File: src/rtl/uart_rx_fifo.sv
// Receive-side byte FIFO behind the UART receiver: drops bytes when full and
// latches a sticky overflow flag. The read port is first-word-fall-through.
module uart_rx_fifo #(
  parameter int DATA_W      = 8,
  parameter int DEPTH       = 16,
  parameter int AFULL_LEVEL = 12
) (
  input  logic                       clk_i,
  input  logic                       reset_i,
  input  logic                       wr_valid_i,
  input  logic [DATA_W-1:0]          wr_data_i,
  output logic                       wr_ready_o,
  output logic                       rd_valid_o,
  output logic [DATA_W-1:0]          rd_data_o,
  input  logic                       rd_ready_i,
  output logic [$clog2(DEPTH+1)-1:0] count_o,
  output logic                       empty_o,
  output logic                       full_o,
  output logic                       afull_o,
  output logic                       ovf_o,
  input  logic                       ovf_clr_i
);

  localparam int AW = $clog2(DEPTH);
  localparam int CW = $clog2(DEPTH + 1);

  logic [DATA_W-1:0] mem_r [DEPTH];
  logic [AW-1:0]     wr_ptr_r;
  logic [AW-1:0]     rd_ptr_r;
  logic [CW-1:0]     count_r;
  logic [CW-1:0]     count_next_s;
  logic              empty_r;
  logic              full_r;
  logic              afull_r;
  logic              ovf_r;
  logic              push_s;
  logic              pop_s;
  logic              drop_s;

  // Transfer qualifiers; fullness is judged on registered state only
  always_comb begin
    push_s = wr_valid_i & ~full_r;
    drop_s = wr_valid_i & full_r;
    pop_s  = rd_ready_i & ~empty_r;
  end

  // Next occupancy, used both for the count and for the registered flags
  always_comb begin
    count_next_s = count_r;
    case ({push_s, pop_s})
      2'b10:   count_next_s = count_r + CW'(1);
      2'b01:   count_next_s = count_r - CW'(1);
      default: count_next_s = count_r;
    endcase
  end

  // Storage array; intentionally not reset
  always_ff @(posedge clk_i) begin
    if (push_s) begin
      mem_r[wr_ptr_r] <= wr_data_i;
    end
  end

  // Pointers, occupancy and status flags
  always_ff @(posedge clk_i or posedge reset_i) begin
    if (reset_i) begin
      wr_ptr_r <= {AW{1'b0}};
      rd_ptr_r <= {AW{1'b0}};
      count_r  <= {CW{1'b0}};
      empty_r  <= 1'b1;
      full_r   <= 1'b0;
      afull_r  <= 1'b0;
    end else begin
      if (push_s) begin
        wr_ptr_r <= wr_ptr_r + AW'(1);
      end
      if (pop_s) begin
        rd_ptr_r <= rd_ptr_r + AW'(1);
      end
      count_r <= count_next_s;
      empty_r <= (count_next_s == {CW{1'b0}});
      full_r  <= (count_next_s == CW'(DEPTH));
      afull_r <= (count_next_s >= CW'(AFULL_LEVEL));
    end
  end

  // Sticky overflow: a drop outranks a simultaneous clear
  always_ff @(posedge clk_i or posedge reset_i) begin
    if (reset_i) begin
      ovf_r <= 1'b0;
    end else if (drop_s) begin
      ovf_r <= 1'b1;
    end else if (ovf_clr_i) begin
      ovf_r <= 1'b0;
    end else begin
      ovf_r <= ovf_r;
    end
  end

  // Output drive from registered state; read data is zeroed while empty
  always_comb begin
    wr_ready_o = ~full_r;
    rd_valid_o = ~empty_r;
    count_o    = count_r;
    empty_o    = empty_r;
    full_o     = full_r;
    afull_o    = afull_r;
    ovf_o      = ovf_r;
    if (empty_r) begin
      rd_data_o = {DATA_W{1'b0}};
    end else begin
      rd_data_o = mem_r[rd_ptr_r];
    end
  end

endmodule

File: config.mk
export PLATFORM = sky130hd
export DESIGN_NAME = uart_rx_fifo
export DESIGN_NICKNAME = d
export VERILOG_FILES = /design/src/rtl/uart_rx_fifo.sv
export SDC_FILE = /design/constraint.sdc
export NUM_CORES = 1
export LEC_CHECK = 0
export BUFFER_PORTS_ARGS = -buffer_cell sky130_fd_sc_hd__buf_2
export CAP_MARGIN = 20
export CORE_UTILIZATION = 45
export CTS_CLUSTER_SIZE = 40
export DETAILED_ROUTE_END_ITERATION = 8
export PLACE_DENSITY = 0.63
export REMOVE_ABC_BUFFERS = 1
export SLEW_MARGIN = 20
export SYNTH_ARGS = -nofsm -noshare
export SYNTH_HDL_FRONTEND = slang
export SYNTH_SLANG_ARGS = --single-unit
File: constraint.sdc
create_clock -name clk_i -period 3.47 [get_ports clk_i]
set_input_delay 0.5205 -clock clk_i [delete_from_list [all_inputs] [get_ports clk_i]]
set_output_delay 0.5205 -clock clk_i [all_outputs]
set_load 0.005 [all_outputs]
After elaboration in Yosys (flattened, before gate mapping)
Memory sizes are Yosys's and may differ from the RTL's.
Cells that the tools add are included.
{"block": "totals", "ff_bits": 17, "mem_bits_ro": 0, "memories": 1, "ramBits": 128, "output_inout_bits": 19, "latch_bits": 0, "inputBits": 13}
{"name": "mem_r", "words": 16, "width": 8, "rd": 1, "rd_ports_with_merged_regs": 0, "write_ports": 1, "line": "27", "text": "logic [DATA_W-1:0] mem_r [DEPTH];"}
{"block": "op_classes", "bitwise": 5, "n_shift": 0, "div": 0, "n_addsub": 4, "n_eq_ne": 3, "mux": 6, "magnitude_cmp": 1, "reduce_logical": 2, "multipliers": 0}
{"cell": "$pmux W5 S2", "n": 1}
{"cell": "$add A4 B1 Y4 const B", "n": 2}
{"cell": "$mux W8", "n": 1}
{"cell": "$add A5 B1 Y5 const B", "n": 1}
{"cell": "$eq A5 B5 Y1 const B", "n": 1}
{"cell": "$ge A5 B4 Y1 const B", "n": 1}
{"cell": "$logic_not A5 Y1", "n": 1}
{"cell": "$sub A5 B1 Y5 const B", "n": 1}
{"cell": "$mux W1", "n": 4}
{"cell": "$and A1 B1 Y1", "n": 3}
{"cell": "$eq A2 B1 Y1 const B", "n": 1}
{"cell": "$eq A2 B2 Y1 const B", "n": 1}
{"cell": "$not A1 Y1", "n": 2}
{"cell": "$reduce_bool A2 Y1", "n": 1}

Logic depth before layout (Yosys ltp)
Gate-level depths: netlist (run 1).
{"block": "logic_depth", "word_depth": 5, "ltp_mapped": 11, "depth_no_buf": 11}

Least setup slack after synthesis (run 1)
OpenSTA, ideal clock, no wires.
{"block": "synth_timing", "kind": "reg2out", "startpoint": "reg rd_ptr_r[1]", "endpoint": "out rd_data_o[5]", "arrival_ps": 1850, "path_slack_ps": 1099, "stages_incl_launch_ff": 6, "path_cell_list": "dfrtp_1 > clkbuf_1 > clkbuf_1 > mux4_2 > mux4_2 > and2_1"}
{"block": "synth_via", "elab_chain_len": 2}
{"element": "from (decl)", "line": "29", "text": "logic [AW-1:0] rd_ptr_r;"}
{"element": "from (signal assigned)", "line": "68", "text": "rd_ptr_r <= {AW{1'b0}};"}
{"element": "from (signal assigned)", "line": "78", "text": "rd_ptr_r <= rd_ptr_r + AW'(1);"}
{"element": "$mem_v2 Z16 W8"}
{"element": "$mux W8", "line": "109", "text": "if (empty_r) begin"}
{"element": "to (decl)", "line": "14", "text": "output logic [DATA_W-1:0] rd_data_o,"}
No other way between the ends.

Worst setup path in the final report (run 1)
{"block": "layout_timing", "startpoint": "reg rd_ptr_r[0]", "endpoint": "out rd_data_o[5]"}
The elaborated chain is that of the path after synthesis.

==> metrics.txt, run 1 <==
Peak supply drop around 0.00046 V; CORE AREA 12800 um2; Final ANT Viol Nets 0; CTS tree yes; Port Buffers 31; placer congestion estimate 0.744; CP endpoint kind output pin; post-synth top area cell edfxtp_1; CTS Hold Bufs 0; Initial Util 0.465; vias per cell 5.36; Synth Area per Inst 19.9 um2; synthesis-stage register bit count 145; Slew @ Worst Pin between 900 and 1000 ps; status finished clean; Die Area around 14000 um2; gr usage total 0.179; reg2reg end full_o; Multi-input gate area 1550 um2; insertion delay to the later sink of the worst-skew pair 410 ps; min Tclk post-route 3200 ps; Die Height 117 um; root buffer cell clkbuf_16; pwr dens 867 nW/um2; worst min path class input port to async pin; final net count about 360; synth top area cells edfxtp_1, mux4_2, dfrtp_1; Die Width 117 um; Slowest-stage cell, CP mux4_1; RSZ-0062 raised after global routing no; Final period util 0.921; Synth cell types 38; Syn Std Cell Area 5940 um2; Post-synth ARST share 0.117; Routed wire per std cell 20.7 um; Slew Limit Headroom 0.384; Leakage Power 2.35 nW; Initial DRC Count 155; CP top delay family multiplexers; WS Path Type flop to output pin; Fillers 965; CP required ~3000 ps; Final Max Slew Viols 0; Reg-to-Reg Start empty_o; WP buf/inv 2; Mapped Cells 298; R2R setup slack 920 ps; top_reg_cell synth edfxtp_1; Post-CTS Setup Bufs 0; post_cts resized 0; first-pass GRT wire length 16800 um; Max Root-Sink Buffers 2; antenna violations before repair 0; # diodes 0; CP Launch Type flop; Hold Vio Cnt, Final 0; Num CTS Buffers 17; EDFF count, synth 128; I/O pins 32; setup tns final 0 ps; Final setup viols 0; Max-cap violations 0; routed vias approximately 2.8k; # DRC 0; critical path cell sequence buf_4 > mux4_1 > mux4_2 > and2_1 > buf_2; max frequency 313 MHz; Reg clk slew, reported paths 60 ps; Worst Clk Skew between 4 and 5 ps; Register-to-Register Path Depth 11; GRT overflow 0; fraction of final layout cells with drive strength greater than 1 0.299; pin count of the biggest net entering global routing 36; Final HPWL DP 7090 um; count leader, synth edfxtp_1; cell total after placement just under 500; Synthesis Warnings 0; crit path max fanout 15; number of global-route vias before repair 2862; row cnt 41; Non-Filler Instances between 500 and 600; worst path arrival time 2680 ps; Yosys top cell area share 0.647; Routed WL 10900 um; Post-synth top cells edfxtp_1, mux4_2, dfrtp_1; area added between synthesis and finish 16.3%; register area share after synthesis 0.719; CP peak stage delay 610 ps; DR pass1 iterations 4; Sink Count around 150; register area 4270 um2; H-tree depth 4
layer usage:
metal / wire, um / vias to the layer above / track usage
li1: - / 1282 / -
met1: 5290 / 1476 / 0.252
met2: 5070 / 53 / 0.274
met3: 356 / 15 / 0.0417
met4: 180 / 0 / 0.0734
met5: 0 / - / 0
how the worst max path moves through the flow:
| stage | from | end | slack, ps | cells after the start |
|---|---|---|---|---|
| after floorplan | rd_ptr_r[0] | rd_data_o[0] | 320 | 3 |
| after global placement | rd_ptr_r[0] | rd_data_o[5] | 710 | 5 |
| after detailed placement | rd_ptr_r[0] | rd_data_o[5] | 670 | 5 |
| after CTS | rd_ptr_r[0] | rd_data_o[5] | 200 | 5 |
| after global routing | rd_ptr_r[0] | rd_data_o[5] | 160 | 5 |
| final | rd_ptr_r[0] | rd_data_o[5] | 270 | 5 |
cell type report:
class                   instances  area share
flip-flops and latches        145       0.618
multi-input cells             130       0.224
clock buffers                  21      0.0637
repair buffers                 40      0.0322
well taps                     172      0.0311
clock inverters                11      0.0268
inverters                       8     0.00452
report_power, final:
group          switching, mW  leakage (nW)  internal (mW)  total (mW)
combinational          0.788         0.695          0.884        1.67
clock                  0.661         0.294           1.27        1.93
sequential             0.233          1.36           2.16        2.39
flip-flops by register name, summed over array words and instances, names as in the netlist:
signal / cells
afull_o: 1
count_o: 5
empty_o: 1
full_o: 1
mem_r: 128
ovf_o: 1
rd_ptr_r: 4
wr_ptr_r: 4
through the flow:
step	util	total power [mW]	hold slack [ps]	instance area [um2]	setup slack [ps]
3_3_place_gp	0.492	4.08	514	6290	712
4_1_cts	0.541	6.05	218	6910	205
5_1_grt	0.541	6.27	252	6910	162
2_1_floorplan	-	3.51	446	5850	320
6_report	0.541	6.00	204	6910	274
3_5_place_dp	0.492	4.11	524	6290	667
placed cells by master, fill, tap and decap left out, drive strengths merged, types with 2 or more instances in the layout:
master / Yosys / layout
a21oi: 2 / 2
a31oi: 2 / 2
and2: 8 / 8
buf: 5 / 40
bufinv: 0 / 5
clkbuf: 10 / 21
clkinv: 1 / 4
clkinvlp: 0 / 2
dfrtp: 16 / 16
edfxtp: 128 / 128
ha: 7 / 7
inv: 7 / 8
mux4: 40 / 40
nand2: 14 / 14
nand2b: 4 / 4
nand4: 2 / 2
nor2: 14 / 14
nor2b: 2 / 2
nor3: 6 / 6
o21ai: 5 / 5
xnor2: 11 / 11
kinds of logic after synthesis:
| family | share of synthesized area |
|---|---|
| adder cells (fa/ha/maj) | 0.0147 |
| buffers and inverters | 0.0211 |
| AND/OR/NAND/NOR | 0.0514 |
| multiplexers | 0.160 |
| XOR/XNOR | 0.0189 |
| AO/OA/AOI/OAI | 0.0156 |
| flip-flops | 0.719 |
Power figures use the tool's default switching activity.
==> inputs of run 2 (changes only) <==
--- a/config.mk
+++ b/config.mk
@@ -7,10 +7,11 @@
 export LEC_CHECK = 0
 export BUFFER_PORTS_ARGS = -buffer_cell sky130_fd_sc_hd__buf_2
 export CAP_MARGIN = 20
-export CORE_UTILIZATION = 45
+export CORE_UTILIZATION = 60
 export CTS_CLUSTER_SIZE = 40
 export DETAILED_ROUTE_END_ITERATION = 8
-export PLACE_DENSITY = 0.63
+export GPL_ROUTABILITY_DRIVEN = 0
+export PLACE_DENSITY = 0.79
 export REMOVE_ABC_BUFFERS = 1
 export SLEW_MARGIN = 20
 export SYNTH_ARGS = -nofsm -noshare
==> run 2 against run 1 <==
- non-clock buffer count rose by 2
- power fell by 1.1%
- die area fell by 25%
- critical path depth did not move
- final cell count fell by 7.6%
==> metrics.txt, run 2 (synthesis results as in run 1) <==
worst min path class input port to async pin; Leakage Power 2.37 nW (+0.78%); CP peak stage delay 600 ps (about the same); Hold Vio Cnt, Final 0 (unchanged); crit path max fanout 30 (+15); insertion delay to the later sink of the worst-skew pair 520 ps (+110 ps); Port Buffers 31 (unchanged); Max Root-Sink Buffers 2 (unchanged); vias per cell 6.25 (+17%); first-pass GRT wire length 18700 um (+11%); Slowest-stage cell, CP mux4_1; CTS tree yes; M1 GR Usage 0.372 (+0.121); Final Max Slew Viols 0 (unchanged); CTS Hold Bufs 0 (unchanged); cell total after placement 454 (-8.3%); Max-cap violations 0 (unchanged); Slew @ Worst Pin 1050 ps (+132 ps); Die Height 102 um (-13%); fraction of final layout cells with drive strength greater than 1 0.317 (+0.0179); critical path cell sequence buf_12 > mux4_1 > mux4_2 > and2_1 > buf_2; CP required 2950 ps (about the same); status finished clean; M3 GR Usage 0.0725 (+0.0308); Non-Filler Instances 487 (-7.6%); row cnt 35 (-15%); area added between synthesis and finish 15.6%; Final period util 0.918 (-0.00247); WS Path Type flop to output pin; max frequency 314 MHz (+0.27%); Reg clk slew, reported paths 60 ps (about the same); H-tree depth 4 (unchanged); Initial DRC Count 172 (+11%); commonest non-fill, non-tap cell in the layout edfxtp_1; # DRC 0 (unchanged); Routed WL 12100 um (+11%); CP endpoint kind output pin; RSZ-0062 raised after global routing no; Post-CTS Setup Bufs 0 (unchanged); largest reg by FF count mem_r; Die Width 102 um (-13%); CP Launch Type flop; post_cts resized 0 (unchanged); Worst Clk Skew 7.40 ps (+3.33 ps); number of global-route vias before repair 3111 (+8.7%); Peak supply drop 0.000536 V (+16%); pin count of the biggest net entering global routing 36 (unchanged); Top Usage Layer GRT met2; Slew Limit Headroom 0.295 (-0.0882); max reg flops 128 (unchanged); final net count 364 (+0.55%); Final HPWL DP 6810 um (-3.9%); DR pass1 iterations 4 (unchanged); GR Layer Usage met2 0.398 (+0.124); Final setup viols 0 (unchanged); R2R setup slack 820 ps (-100 ps); Reg-to-Reg Start empty_o; worst path arrival time 2670 ps (about the same); setup ws final 283 ps (+8.59 ps); pwr dens 863 nW/um2 (-0.49%); root buffer cell clkbuf_8; I/O pins 32 (unchanged); routed vias 3045 (+7.7%); CORE AREA 9420 um2 (-26%); Register-to-Register Path Depth 10 (-1); crit path launch rd_ptr_r[0]; min Tclk post-route 3190 ps (-8.59 ps); Routed wire per std cell 24.9 um (+20%); Final ANT Viol Nets 0 (unchanged); setup tns final 0 ps (unchanged); gr usage total 0.268 (+0.0885); Num CTS Buffers 17 (unchanged); GRT overflow 0 (unchanged); dpl ws 854 ps (+188 ps); reg2reg end empty_o; commonest non-fill, non-tap cells in the layout edfxtp_1, buf_2, mux4_2, clkbuf_16, dfrtp_1; Initial Util 0.631 (+0.166); Sink Count 145 (unchanged); antenna violations before repair 0 (unchanged); Die Area 10300 um2 (-25%)
-- run 2: changes by cell type in the layout (fill, tap and decap cells not counted), sizes merged --
cell,previous run,this run
bufinv,5,4
buf,40,42
diode,0,1
clkbuf,21,19
clkinv,4,8
clkinvlp,2,1
-- run 2: worst max-delay path by stage --
stage / to / slack [ps] / depth (start not counted)
2_1_floorplan: rd_data_o[0] / 320 / 3
3_3_place_gp: rd_data_o[4] / 900 / 5
3_5_place_dp: rd_data_o[5] / 850 / 5
4_1_cts: rd_data_o[7] / 250 / 5
5_1_grt: rd_data_o[5] / 170 / 5
6_report: rd_data_o[7] / 280 / 5
-- run 2: per-stage QoR --
step	hold slack (ps)	instance area [um2]	utilization	total power, mW
floorplan	446	5850	-	3.51
global placement	507	6260	0.665	4.04
detailed placement	512	6260	0.665	4.09
CTS	76.9	6870	0.730	5.98
global route	138	6870	0.730	6.20
finish	88.9	6870	0.730	5.93
-- run 2: cell type report --
type / count / area, um2
diodes: 1 / 2.50
well taps: 129 / 161
repair buffers: 42 / 250
fillers: 536 / 2540
clock buffers: 19 / 422
inverters: 8 / 31.3
multi-input cells: 130 / 1550
clock inverters: 13 / 186
flip-flops and latches: 145 / 4270
-- run 2: where the power goes --
group	leakage, nW	internal [mW]	switching [mW]
clock network	0.296	1.17	0.691
logic	0.711	0.895	0.786
registers	1.36	2.16	0.229
-- run 2: worst max-delay path: cells and delay by family, from the launching register on --
| family | cells | cell delay (ps) |
|---|---|---|
| mux | 2 | 1080 |
| flops | 1 | 460 |
| buf+inv | 2 | 390 |
| simple gates | 1 | 180 |
-- run 2: metal layers --
metal  vias up  share of wire
met5         -              0
met4         0          0.029
met3        25          0.068
met2       142           0.49
met1      1592           0.41
li1       1286              -
==> inputs of run 3 (changes only) <==
--- a/config.mk
+++ b/config.mk
@@ -5,12 +5,13 @@
 export SDC_FILE = /design/constraint.sdc
 export NUM_CORES = 1
 export LEC_CHECK = 0
-export BUFFER_PORTS_ARGS = -buffer_cell sky130_fd_sc_hd__buf_2
+export BUFFER_PORTS_ARGS = -buffer_cell sky130_fd_sc_hd__buf_4
 export CAP_MARGIN = 20
 export CORE_UTILIZATION = 60
 export CTS_CLUSTER_SIZE = 40
 export DETAILED_ROUTE_END_ITERATION = 8
 export GPL_ROUTABILITY_DRIVEN = 0
+export GPL_TIMING_DRIVEN = 0
 export PLACE_DENSITY = 0.79
 export REMOVE_ABC_BUFFERS = 1
 export SLEW_MARGIN = 20
==> run 3 against run 2 <==
- critical path depth is the same
- register-to-register slack lost 250 ps
- clock-buffer cell count shrank 1
- highest routed layer unchanged
==> metrics.txt, run 3 (synthesis results as in run 1) <==
Leakage Power 2.34 nW (-1.2%); Peak supply drop 0.000450 V (-16%); number of global-route vias before repair 3021 (-2.9%); antenna violations before repair 0 (unchanged); crit path max fanout 20 (-33%); Port Buffers 31 (unchanged); dpl ws 329 ps (-525 ps); Max Root-Sink Buffers 2 (unchanged); gr usage total 0.248 (-0.0198); switching part of the total power 0.295 (+0.00730); Final period util 0.950 (+0.0319); Comb pwr share 0.294 (+0.011); CORE AREA 9420 um2 (unchanged); Routed WL 11300 um (-6.8%); post_cts resized 1 (+1); Register-to-Register Path Depth 10 (unchanged); setup ws final 172 ps (-111 ps); clock network fraction of design power 0.280 (-0.034); Final Hold Slack 109 ps (+20.0 ps); Sink Count 145 (unchanged); GRT overflow 0 (unchanged); Routed wire per std cell 23.5 um (-5.7%); DR pass1 iterations 5 (+1); Slew Limit Headroom 0.277 (-0.0185); WS Path Type flop to output pin; Post-CTS Setup Bufs 0 (unchanged); CP required 2950 ps (about the same); max frequency 303 MHz (-3.4%); H-tree depth 4 (unchanged); vias per cell 6.11 (-2.3%); area added between synthesis and finish 15.7% (about the same); Die Width 102 um (unchanged); Reg clk slew, reported paths 60 ps (about the same); Hold Vio Cnt, Final 0 (unchanged); Power Total 5.80 mW (-2.2%); Die Area 10300 um2 (unchanged); CTS tree yes; Slew @ Worst Pin 1080 ps (+27.7 ps); Die Height 102 um (unchanged); routed vias 2937 (-3.5%); Initial DRC Count 195 (+13%); Reg-to-Reg Start full_o; RSZ-0062 raised after global routing no; Initial Util 0.631 (unchanged); Final ANT Viol Nets 0 (unchanged); first-pass GRT wire length 17400 um (-6.6%); pin count of the biggest net entering global routing 26 (-28%); final net count 359 (-1.4%); pwr dens 843 nW/um2 (-2.3%); CTS Hold Bufs 0 (unchanged); max reg flops 128 (unchanged); row cnt 35 (unchanged); net switching power 1.71 mW (+0.27%); insertion delay to the later sink of the worst-skew pair 510 ps (about the same); CP Launch Type flop; final core occ 0.730 (about the same); Num CTS Buffers 17 (unchanged); Final HPWL DP 6700 um (-1.7%); I/O pins 32 (unchanged); # diodes 0 (-1); status finished clean; P_int 4.09 mW (-3.2%); Worst Clk Skew 5.28 ps (-2.12 ps); largest reg by FF count mem_r; worst path arrival time 2780 ps (+110 ps); Max-cap violations 0 (unchanged); # DRC 0 (unchanged); sequential cell fraction of total power 0.426 (+0.023); min Tclk post-route 3300 ps (+111 ps); Final Max Slew Viols 0 (unchanged); root buffer cell clkbuf_8; R2R setup slack 570 ps (-250 ps); commonest non-fill, non-tap cell in the layout edfxtp_1; reg2reg end full_o; Final setup viols 0 (unchanged); commonest non-fill, non-tap cells in the layout edfxtp_1, buf_4, mux4_2, clkbuf_16; worst min path class input port to async pin; fraction of final layout cells with drive strength greater than 1 0.327 (+0.0102); CP endpoint kind output pin
==> run 3: worst max path at each step <==
stage | from | endpoint | slack (ps)
final | rd_ptr_r[0] | rd_data_o[3] | 170
after global routing | rd_ptr_r[0] | rd_data_o[0] | 70
after CTS | rd_ptr_r[0] | rd_data_o[3] | 120
after detailed placement | wr_valid_i | full_o | 330
after global placement | rd_ptr_r[0] | rd_data_o[2] | -400
after floorplan | rd_ptr_r[0] | rd_data_o[0] | 320
==> run 3: power by group through the flow <==
stage	registers [mW]	clock network (mW)	logic, mW
detailed placement	2.50	0	1.69
floorplan	2.46	0	1.05
CTS	2.48	1.64	1.72
global placement	2.58	0	1.51
global route	2.51	1.72	1.84
finish	2.47	1.62	1.70
==> run 3: stage by stage <==
stage	setup TNS, ps	std cells	area [um2]
global placement	-2860	443	6240
detailed placement	0	449	6340
CTS	0	481	6870
global route	0	481	6880
finish	0	481	6880
floorplan	0	283	5850
==> run 3: layer usage <==
metal | vias up | routed length [um] | track usage
met4 | 0 | 234 | 0.0948
met5 | - | 0 | 0
met2 | 131 | 5560 | 0.389
met1 | 1509 | 4760 | 0.342
met3 | 17 | 729 | 0.0628
li1 | 1280 | - | -
==> run 3: cell type report <==
class,count,area [um2]
inverter,8,31.3
clock buffer,18,418
tap,129,161
clock inverter,14,118
fill,567,2540
multi-input combinational,130,1570
sequential,145,4280
timing repair buffer,37,303
==> run 3: critical path: stages, from the launching register on <==
cell and delay, ps:
dfrtp_4 660, buf_12 230, mux4_2 540, mux4_2 500, and2_1 190, buf_4 130
